### config.mk
export PLATFORM = sky130hd
export DESIGN_NAME = pipe_elastic
export DESIGN_NICKNAME = d
export VERILOG_FILES = /design/src/rtl/pipe_elastic.sv
export SDC_FILE = /design/constraint.sdc
export NUM_CORES = 1
export LEC_CHECK = 0
export BUFFER_PORTS_ARGS = -buffer_cell sky130_fd_sc_hd__buf_4
export CAP_MARGIN = 10
export CORE_MARGIN = 2
export CORE_UTILIZATION = 35
export CTS_BUF_LIST = sky130_fd_sc_hd__clkbuf_4
export CTS_CLUSTER_DIAMETER = 120
export DETAILED_ROUTE_END_ITERATION = 7
export PLACE_DENSITY = 0.59
export SETUP_SLACK_MARGIN = 0.2
export SLEW_MARGIN = 20
export SYNTH_ARGS = -nofsm -noshare
export SYNTH_HDL_FRONTEND = slang
export SYNTH_SLANG_ARGS = --single-unit
### constraint.sdc
create_clock -name clk -period 2.6 [get_ports clk]
set_clock_uncertainty 0.15 [all_clocks]
set_input_delay 0.13 -clock clk [delete_from_list [all_inputs] [get_ports clk]]
set_output_delay 0.13 -clock clk [all_outputs]
set_load 0.01 [all_outputs]
### src/rtl/pipe_elastic.sv
// Elastic register pipeline: DEPTH valid/data stages with a combinational
// bubble-collapsing ready chain, registered outputs and an occupancy count.
module pipe_elastic #(
  parameter int WIDTH = 8,
  parameter int DEPTH = 3
) (
  input  logic                         clk,
  input  logic                         rst_n,
  input  logic                         flush,
  input  logic                         in_valid,
  output logic                         in_ready,
  input  logic [WIDTH-1:0]             in_data,
  output logic                         out_valid,
  input  logic                         out_ready,
  output logic [WIDTH-1:0]             out_data,
  output logic [$clog2(DEPTH+1)-1:0]   count
);

  localparam int CW = $clog2(DEPTH+1);

  logic [DEPTH-1:0] valid_reg;
  logic [DEPTH-1:0] valid_next;
  logic [WIDTH-1:0] data_reg [DEPTH];
  logic [CW-1:0]    count_reg;
  logic [CW-1:0]    count_next;

  // ready[k]: stage k may take a new entry at the next edge; ready[DEPTH] is downstream
  logic [DEPTH:0]   ready;
  // src_*[k]: what stage k would load (upstream stage, or the input port for stage 0)
  logic [DEPTH-1:0] src_valid;
  logic [WIDTH-1:0] src_data [DEPTH];
  logic             accept;

  assign in_ready = ready[0] && !flush && rst_n;
  assign accept   = in_valid && in_ready;

  generate
    for (genvar gi = 0; gi < DEPTH; gi++) begin : g_src
      if (gi == 0) begin : g_head
        assign src_valid[gi] = accept;
        assign src_data[gi]  = in_data;
      end else begin : g_body
        assign src_valid[gi] = valid_reg[gi-1];
        assign src_data[gi]  = data_reg[gi-1];
      end
    end
  endgenerate

  // Ready chain: a stage can load if empty or if its own entry moves on this edge
  always_comb begin
    ready        = '0;
    ready[DEPTH] = out_ready;
    for (int k = DEPTH - 1; k >= 0; k--) begin
      ready[k] = !valid_reg[k] || ready[k+1];
    end
  end

  // Next valid bits and occupancy; flush empties every stage
  always_comb begin
    valid_next = valid_reg;
    count_next = '0;
    for (int k = 0; k < DEPTH; k++) begin
      if (ready[k]) begin
        valid_next[k] = src_valid[k];
      end
    end
    if (flush) begin
      valid_next = '0;
    end
    for (int k = 0; k < DEPTH; k++) begin
      count_next = count_next + CW'(valid_next[k]);
    end
  end

  // Valid bits and count register
  always_ff @(posedge clk or negedge rst_n) begin
    if (!rst_n) begin
      valid_reg <= '0;
      count_reg <= '0;
    end else begin
      valid_reg <= valid_next;
      count_reg <= count_next;
    end
  end

  // Data registers load only when a valid entry moves in; otherwise they hold
  always_ff @(posedge clk or negedge rst_n) begin
    if (!rst_n) begin
      for (int k = 0; k < DEPTH; k++) begin
        data_reg[k] <= '0;
      end
    end else begin
      for (int k = 0; k < DEPTH; k++) begin
        if (!flush && ready[k] && src_valid[k]) begin
          data_reg[k] <= src_data[k];
        end
      end
    end
  end

  assign out_valid = valid_reg[DEPTH-1];
  assign out_data  = data_reg[DEPTH-1];
  assign count     = count_reg;

endmodule

Word level (Yosys, flattened, before mapping):

Cells that the tools add are included.

* register bits after elaboration: 29
* input bits: 13
* word-level logic and storage cells: 26

* add/subtract/negate cells: 2
* multiplexer cells: 4
* reductions and logical operators: 15

Operator list (count)
* $logic_and A1 B1 Y1: 8
* $logic_not A1 Y1: 4
* $logic_or A1 B1 Y1: 3
* $mux W1: 3
* $mux W3: 1
* $add A1 B1 Y2: 1
* $add A2 B1 Y2: 1

Logic depth before layout (Yosys ltp):

Gate-level depths: netlist (run 1).

* depth in word-level cells: 11
* depth in mapped cells: 4
* mapped depth without buffers: 4

Least setup slack after synthesis (run 1):

OpenSTA, ideal clock, no wires.

* path type: reg-to-reg
* from: register valid_reg[2]
* to: register data_reg[16] (netlist name)
* setup time: 0.125 ns
* arrival: 1.296 ns
* required time: 2.325 ns
* path slack: 1.029 ns
* stages on the path, launching flop included: 4
* path buffers: 0
* clock period less this slack: 1.571 ns
* cells stage by stage: dfrtp_1 and4b_4 nor3_4 mux2_2

* word-level cells in the longest chain between the ends: 8

Ends and longest elaborated chain
* start: declaration: line 21 `logic [DEPTH-1:0] valid_reg;`
* start signal: assignment: line 81 `valid_reg <= valid_next;`
* $logic_not A1 Y1 *: line 54 `ready[k] = !valid_reg[k] || ready[k+1];`
* $logic_or A1 B1 Y1 * (3 in a row): line 54
* $logic_and A1 B1 Y1 *: line 34, 94
* $logic_and A1 B1 Y1: line 34 `assign in_ready = ready[0] && !flush && rst_n;`
* $logic_and A1 B1 Y1: line 35 `assign accept = in_valid && in_ready;`
* $logic_and A1 B1 Y1 *: line 94 `if (!flush && ready[k] && src_valid[k]) begin`
* end signal: indexed assignment: line 95 `data_reg[k] <= src_data[k];`
* end: declaration: line 23 `logic [WIDTH-1:0] data_reg [DEPTH];`

Every way passes the cells marked *; elsewhere a longest branch is shown, timed or not.
A chain may end at the register's enable or synchronous reset.

Worst setup path in the final report (run 1):

* from: input rst_n
* to: register data_reg[16] (netlist name)

* word-level cells in the longest chain between the ends: 3

Ends and longest elaborated chain
* start: declaration: line 8 `input logic rst_n,`
* $logic_and A1 B1 Y1: line 34
* $logic_and A1 B1 Y1: line 35
* $logic_and A1 B1 Y1: line 94

Every way passes these cells.

==> results of run 1 <==
-- path summary, 6_finish.rpt --
path                               from      endpoint  slack (ns)
max in group asynchronous         rst_n   out_data[4]        1.89
min reg2reg                data_reg[18]  data_reg[10]        0.35
min in group asynchronous         rst_n  data_reg[23]        0.12
max reg2reg                valid_reg[1]  data_reg[16]        0.92
max                               rst_n  data_reg[16]        0.75
min                            in_valid  valid_reg[0]        0.02
-- synth_stat cells --
master   instances
buf_4            8
a21oi_1          2
inv_1            1
a211o_1          1
dfrtp_1         29
nor2b_4          1
nor2_1           4
nor3_4           1
fa_1             1
and4b_4          1
nor3b_4          1
nand2_1          1
buf_6            1
buf_2            1
mux2_2          24
nor3b_1          1
-- worst min-delay path, stage by stage --
cell	delay, ns
buf_4	0.11
a21oi_1	0.13
nor2_1	0.08
-- layer usage --
metal  wire (µm)  global-route usage
met1         785              0.1315
met2         992              0.1868
met3         100             0.04324
met4          23             0.09167
met5           0                   0
-- kinds of logic (layout without fill, tap and decap cells) --
group                      after synthesis  count (layout)  synth area share
DFF                                     29              29            0.6029
muxes                                   24              24            0.2245
buffers and inverters                   11              43           0.06652
and+or+nand+nor                         10              10           0.07380
AOI/OAI and AO/OA                        3               3           0.01559
adders and majority gates                1               1           0.01663
-- power breakdown --
part	internal [mW]	total, mW	switching, mW
combinational	0.163	0.250	0.0870
clock	0.113	0.265	0.152
sequential	0.563	0.613	0.0504
-- stage by stage --
| step | power (mW) | instances |
|---|---|---|
| 5_1_grt | 1.207 | 156 |
| 4_1_cts | 1.145 | 156 |
| 3_3_place_gp | 0.8607 | 138 |
| 3_5_place_dp | 0.8683 | 138 |
| 6_report | 1.128 | 156 |
| 2_1_floorplan | 0.8096 | 78 |
-- repair_timing --
action | 4_1_cts | 5_1_grt
hold buffers | 10 | 0
hold endpoints to repair | 40 | 0
buffers inserted | 0 | 0
-- cell type report --
type	count	area (µm²)
Sequential cell	29	725.7
Clock inverter	2	10.01
Clock buffer	6	45.04
Multi-Input combinational cell	38	397.9
Fill cell	321	1790
Inverter	1	3.754
Timing Repair Buffer	34	280.3
Tap cell	46	57.56
==> impl_metrics.ini, run 1 <==
[drt]
viasPerCell = 4.397
ant_nets = 0
dr.pass1.iters = 4
drt-total-wl_um = 1901
drt_iter0_markers = 4
via_count = 686
wl_per_cell_um = 12.19
drc = 0

[placed_design]
hpwl_um = 1287
gp_congestion = 0.6747
dpl_cell_area_mm2 = 0.001365
dp_slack_ns = 0.9003
portBuffers = 24

[finish]
antennaDiodeCount = 0
final_cell_area_mm2 = 0.001520
layout_commonest_cell = dfrtp_1
largest_reg_flops = 16
nNetsFinal = 123
area_growth_pct = 26.30
layout_common_cells = dfrtp_1 (29), mux2_2 (24), buf_4 (24)
drive_above_1_share = 0.5455
post-route-util = 0.4592

[clocking]
cts_buffers = 5
clk_pin_slew_ns = 0.08
clock-sinks = 29
clockBufferDepth = 2
htree_num_levels = 2
worstSkewPairLatency_ns = 0.33
cts-root-buf = clkbuf_4
cts_resized = 0
cts_tree = yes

[timing]
rsz0062_at_grt = no
slew-limit-headroom = 0.6884
max_freq_ghz = 0.5397
period_share = 0.7126
finalSetupTns_ns = 0
slew_viol_final = 0
final-setup-viol-count = 0
finalHoldViolCount = 0
holdWs_ns = 0.02335
worst_slack_ns = 0.7472
layout_min_cycle_time_ns = 1.853
max_slew.worst_pin.slew_ns = 0.4668

[global_route]
grt_max_degree = 33
antenna_found_initial = 0
grt_pass1_wl_um = 3408
grt_use_total = 0.1192
grt.overflow.total = 0
grt_pass1_vias = 734

[setup_path]
crit_buf_inv = 2
worstPathMaxFanout = 32
worstPathRequired_ns = 2.66
slowest_stage = dlygate4sd3_1
critPathLaunchType = primary input
crit_arrival_ns = 1.91
endpoint_kind = flip-flop
cpPeakStageDelay_ns = 0.53
path_cells = dlygate4sd3_1, buf_4, nand2_1, nor3_4, mux2_2
path_depth = 5
r2r_cells = 3
crit_family = buffers and inverters
critPathKind = primary input to flip-flop

[floorplan]
io_pins = 25
rows = 21
die_height_um = 62.65
dieArea_mm2 = 0.003924
coreArea_mm2 = 0.003311
start_util = 0.3636
die_w_um = 62.65

[synthesis]
yosysTopAreaCell = dfrtp_1
yosysWarningCount = 0
synth_area_mm2 = 0.001204
yosysTopAreaCellShare = 0.6029
syn_area_per_cell_um2 = 15.43
ys_seq_area_frac = 0.6029
syn_nets = 92
syn_inst = 78
synthTopCellsByArea = dfrtp_1 (60%), mux2_2 (22%), buf_4 (5.0%)
synth_seq_cells = 29
yosysUniqueCellTypes = 16

[min_path]
holdPathStages = 3
hp-class = primary input to flip-flop

[flow_run]
drv_cap = 0

[power]
power_density_mw_per_mm2 = 742.3
irDropWorstVdd_v = 0.0001977
power.leakage_nw = 0.7007

[run_status]
status = complete, no violations
(Power assumes the default switching activity.)
==> inputs of run 2 (changes only) <==
Clock period 2.6 ns to 1.87 ns, I/O delays scaled along.
==> impl_metrics.ini, run 2 (synthesized netlist as in run 1, its figures left out) <==
[run_status]
status = complete, no violations

[timing]
finalSetupTns_ns = 0
rsz0062_at_grt = yes
period_share = 0.8664
max_freq_ghz = 0.6172
slew-limit-headroom = 0.7681
finalHoldViolCount = 0
max_slew.worst_pin.slew_ns = 0.3479
slew_viol_final = 0
final-setup-viol-count = 0
layout_min_cycle_time_ns = 1.620

[global_route]
grt_pass1_vias = 757
antenna_found_initial = 0
grt_use_total = 0.1273
grt_max_degree = 30
grt_pass1_wl_um = 3608
grt.overflow.total = 0

[clocking]
clockBufferDepth = 2
cts_buffers = 5
worstSkewPairLatency_ns = 0.32
clk_pin_slew_ns = 0.09
htree_num_levels = 2
cts-root-buf = clkbuf_4
clock-sinks = 29
cts_tree = yes

[setup_path]
critPathLaunchType = flip-flop
worstPathMaxFanout = 8
cpPeakStageDelay_ns = 0.43
worstPathRequired_ns = 1.92
crit_arrival_ns = 1.67
slowest_stage = dfrtp_1
critPathKind = flip-flop to flip-flop
path_cells = and4b_4, nor3_4, buf_6, mux2_2
endpoint_kind = flip-flop

[floorplan]
coreArea_mm2 = 0.003311
dieArea_mm2 = 0.003924
rows = 21
start_util = 0.3636
die_w_um = 62.65
io_pins = 25
die_height_um = 62.65

[finish]
drive_above_1_share = 0.5702
layout_commonest_cell = dfrtp_1
multi_input_area_um2 = 407.9
post-route-util = 0.4781
area_growth_pct = 31.50
nNetsFinal = 128
largest_reg_flops = 16
layout_common_cells = dfrtp_1 (29), buf_4 (25), mux2_2 (24)
seqCellArea_um2 = 725.7
final_cell_area_mm2 = 0.001583
antennaDiodeCount = 0
fillerInstances = 318

[drt]
viasPerCell = 4.338
drt_iter0_markers = 42
wl_per_cell_um = 12.56
ant_nets = 0
dr.pass1.iters = 3
drt-total-wl_um = 2010
drc = 0
via_count = 694

[placed_design]
portBuffers = 24
dpl_cell_area_mm2 = 0.001380
gp_congestion = 0.7100
hpwl_um = 1339

[flow_run]
drv_cap = 0

[power]
power_density_mw_per_mm2 = 988.6
finalPower_mw = 1.565
power.leakage_nw = 0.7251
irDropWorstVdd_v = 0.0003242

[min_path]
hp-class = primary input to flip-flop
[run 2: final cells by class]
| cell class | instances | share of cell area |
|---|---|---|
| inverters | 1 | 0.002372 |
| well taps | 46 | 0.03636 |
| flip-flops and latches | 29 | 0.4585 |
| repair buffers | 39 | 0.2142 |
| multi-input cells | 38 | 0.2577 |
| clock buffers | 6 | 0.02846 |
| clock inverters | 1 | 0.002372 |
[run 2: worst paths after layout]
path | from | slack, ns | end | cells past startpoint
worst max-delay path | valid_reg[1] | 0.25 | data_reg[18] | 4
worst min-delay path | out_ready | 0.04 | valid_reg[1] | 4
worst max register to register | valid_reg[1] | 0.25 | data_reg[18] | 4
worst min register to register | data_reg[12] | 0.35 | out_data[4] | 1
max in group asynchronous | rst_n | 1.08 | data_reg[16] | 3
min in group asynchronous | rst_n | 0.22 | count[0] | 3
[run 2: repair_timing]
item | CTS | global route
hold endpoints to repair | 40 | 0
gates resized for setup | 0 | 5
setup endpoints to repair | 0 | 25
hold buffers | 12 | 0
buffers inserted | 0 | 1
[run 2: per-layer routing]
metal	global-route usage	share of wire
met5	0	0
met4	0.1000	0.031
met3	0.03784	0.039
met2	0.1909	0.48
met1	0.1522	0.45
[run 2: power by group]
part / total [mW] / switching (mW) / leakage (nW) / internal [mW]
registers: 0.860 / 0.0767 / 0.363 / 0.784
clock network: 0.348 / 0.197 / 0.0292 / 0.151
logic: 0.357 / 0.124 / 0.333 / 0.233
total: 1.56 / 0.398 / 0.725 / 1.17
[run 2: critical path, delay by kind of cell, from the launching register on]
kind / cells / cell delay [ns]
flip-flops: 1 / 0.43
AND/OR/NAND/NOR: 2 / 0.42
multiplexers: 1 / 0.34
buffers and inverters: 1 / 0.17
[run 2: metrics by stage]
step	std cells	hold slack, ns	setup WS, ns
after floorplan	78	-0.3521	0.2991
after global placement	140	0.01311	0.2723
after detailed placement	140	0.01573	0.2355
after CTS	159	0.01317	0.2224
after global routing	160	0.09331	0.1897
final	160	0.04041	0.2498
==> inputs of run 3 (changes only) <==
Settings changed: BUFFER_PORTS_ARGS -buffer_cell sky130_fd_sc_hd__buf_4 to unset, CORE_UTILIZATION 35 to 64, DONT_BUFFER_PORTS set to 1, PLACE_DENSITY 0.59 to 0.84.
Clock period 1.87 ns to 2 ns, I/O delays scaled along.
==> impl_metrics.ini, run 3 (synthesized netlist as in run 1, its figures left out) <==
[clocking]
clk_pin_slew_ns = 0.09
clockBufferDepth = 2
worstSkewPairLatency_ns = 0.31
postCtsSetupBuffers = 0
cts_buffers = 5
cts_tree = yes
cts-root-buf = clkbuf_4
htree_num_levels = 2
clock-sinks = 29

[setup_path]
slowest_stage = dfrtp_1
worstPathMaxFanout = 8
crit_arrival_ns = 1.75
critPathLaunchType = flip-flop
r2r-start = valid_reg[2]
path_cells = nor2b_4, nor3b_4, mux2_2
worstPathRequired_ns = 2.05
startpoint = valid_reg[2]
critPathKind = flip-flop to flip-flop
cpPeakStageDelay_ns = 0.44
endpoint_kind = flip-flop

[drt]
viasPerCell = 5.400
via_count = 621
drc = 0
dr.pass1.iters = 2
ant_nets = 0
drt-total-wl_um = 1779
drt_iter0_markers = 6
wl_per_cell_um = 15.47

[finish]
drive_above_1_share = 0.3889
antennaDiodeCount = 0
multi_input_area_um2 = 397.9
area_growth_pct = 12.89
layout_commonest_cell = dfrtp_1
largest_reg_flops = 16
nNetsFinal = 103
seqCellArea_um2 = 725.7
fillerInstances = 112
layout_common_cells = dfrtp_1 (29), mux2_2 (24), dlygate4sd3_1 (13)

[global_route]
grt_pass1_wl_um = 2842
grt_max_degree = 31
grt_pass1_vias = 646
grt_use_total = 0.1974
antenna_found_initial = 0
grt.overflow.total = 0

[placed_design]
dp_slack_ns = 0.2712
hpwl_um = 1198
portBuffers = 0
gp_congestion = 0.8021

[floorplan]
start_util = 0.6896
io_pins = 25
rows = 15
die_w_um = 47.37
coreArea_mm2 = 0.001745
dieArea_mm2 = 0.002243
die_height_um = 47.37

[timing]
worst_slack_ns = 0.3026
max_slew.worst_pin.slew_ns = 0.4818
period_share = 0.8487
rsz0062_at_grt = no
layout_min_cycle_time_ns = 1.697
max_freq_ghz = 0.5891
finalSetupTns_ns = 0
slew_viol_final = 0
final-setup-viol-count = 0
slew-limit-headroom = 0.6784
finalHoldViolCount = 0

[run_status]
status = complete, no violations

[power]
irDropWorstVdd_v = 0.0006353
power.leakage_nw = 0.5999
power_density_mw_per_mm2 = 991.2

[min_path]
hold_path_startpoint = rst_n
hp-class = primary input to flip-flop

[flow_run]
drv_cap = 0
-- run 3: final timing paths --
check	end	slack, ns	cells after the start
max in group asynchronous	data_reg[18]	1.48	2
worst min-delay path	data_reg[22]	0.04	3
min in group asynchronous	data_reg[22]	0.07	2
worst max register to register	out_data[4]	0.30	3
worst min register to register	data_reg[13]	0.35	1
worst max-delay path	out_data[4]	0.30	3
-- run 3: timing repair --
item / CTS / global route
hold buffers: 14 / 0
resized for setup: 0 / 0
endpoints found under the hold margin: 48 / 0
-- run 3: final cells by class --
type	count	share of cell area
Clock buffer	5	0.02762
Tap cell	25	0.02302
Inverter	1	0.002762
Timing Repair Buffer	14	0.1105
Sequential cell	29	0.5341
Multi-Input combinational cell	38	0.2928
Clock inverter	3	0.009208
-- run 3: layer usage --
metal / track usage / part of all wire
met1: 0.2096 / 0.40
met2: 0.3405 / 0.51
met3: 0.09615 / 0.072
met4: 0.06667 / 0.014
met5: 0 / 0
-- run 3: worst max-delay path, delay by kind of cell, from the launching register on --
kind,cells,cell delay (ns)
flops,1,0.44
mux,1,0.40
simple gates,2,0.60
-- run 3: through the flow --
stage	instance area (µm²)	hold WS (ns)	util	cells	total power, mW
after CTS	1359	0.04233	0.7785	115	1.357
final	1359	0.03577	0.7785	115	1.347
after global placement	1159	-0.3448	0.6638	93	0.9926
after detailed placement	1159	-0.3450	0.6638	93	1.015
after global routing	1359	0.03888	0.7785	115	1.431
after floorplan	1204	-0.3456	-	78	1.052
-- run 3: where the power goes --
part	leakage [nW]	total [mW]	switching (mW)	internal [mW]
sequential	0.363	0.841	0.109	0.733
combinational	0.207	0.195	0.0632	0.132
clock	0.0300	0.310	0.184	0.127
total	0.600	1.35	0.356	0.991
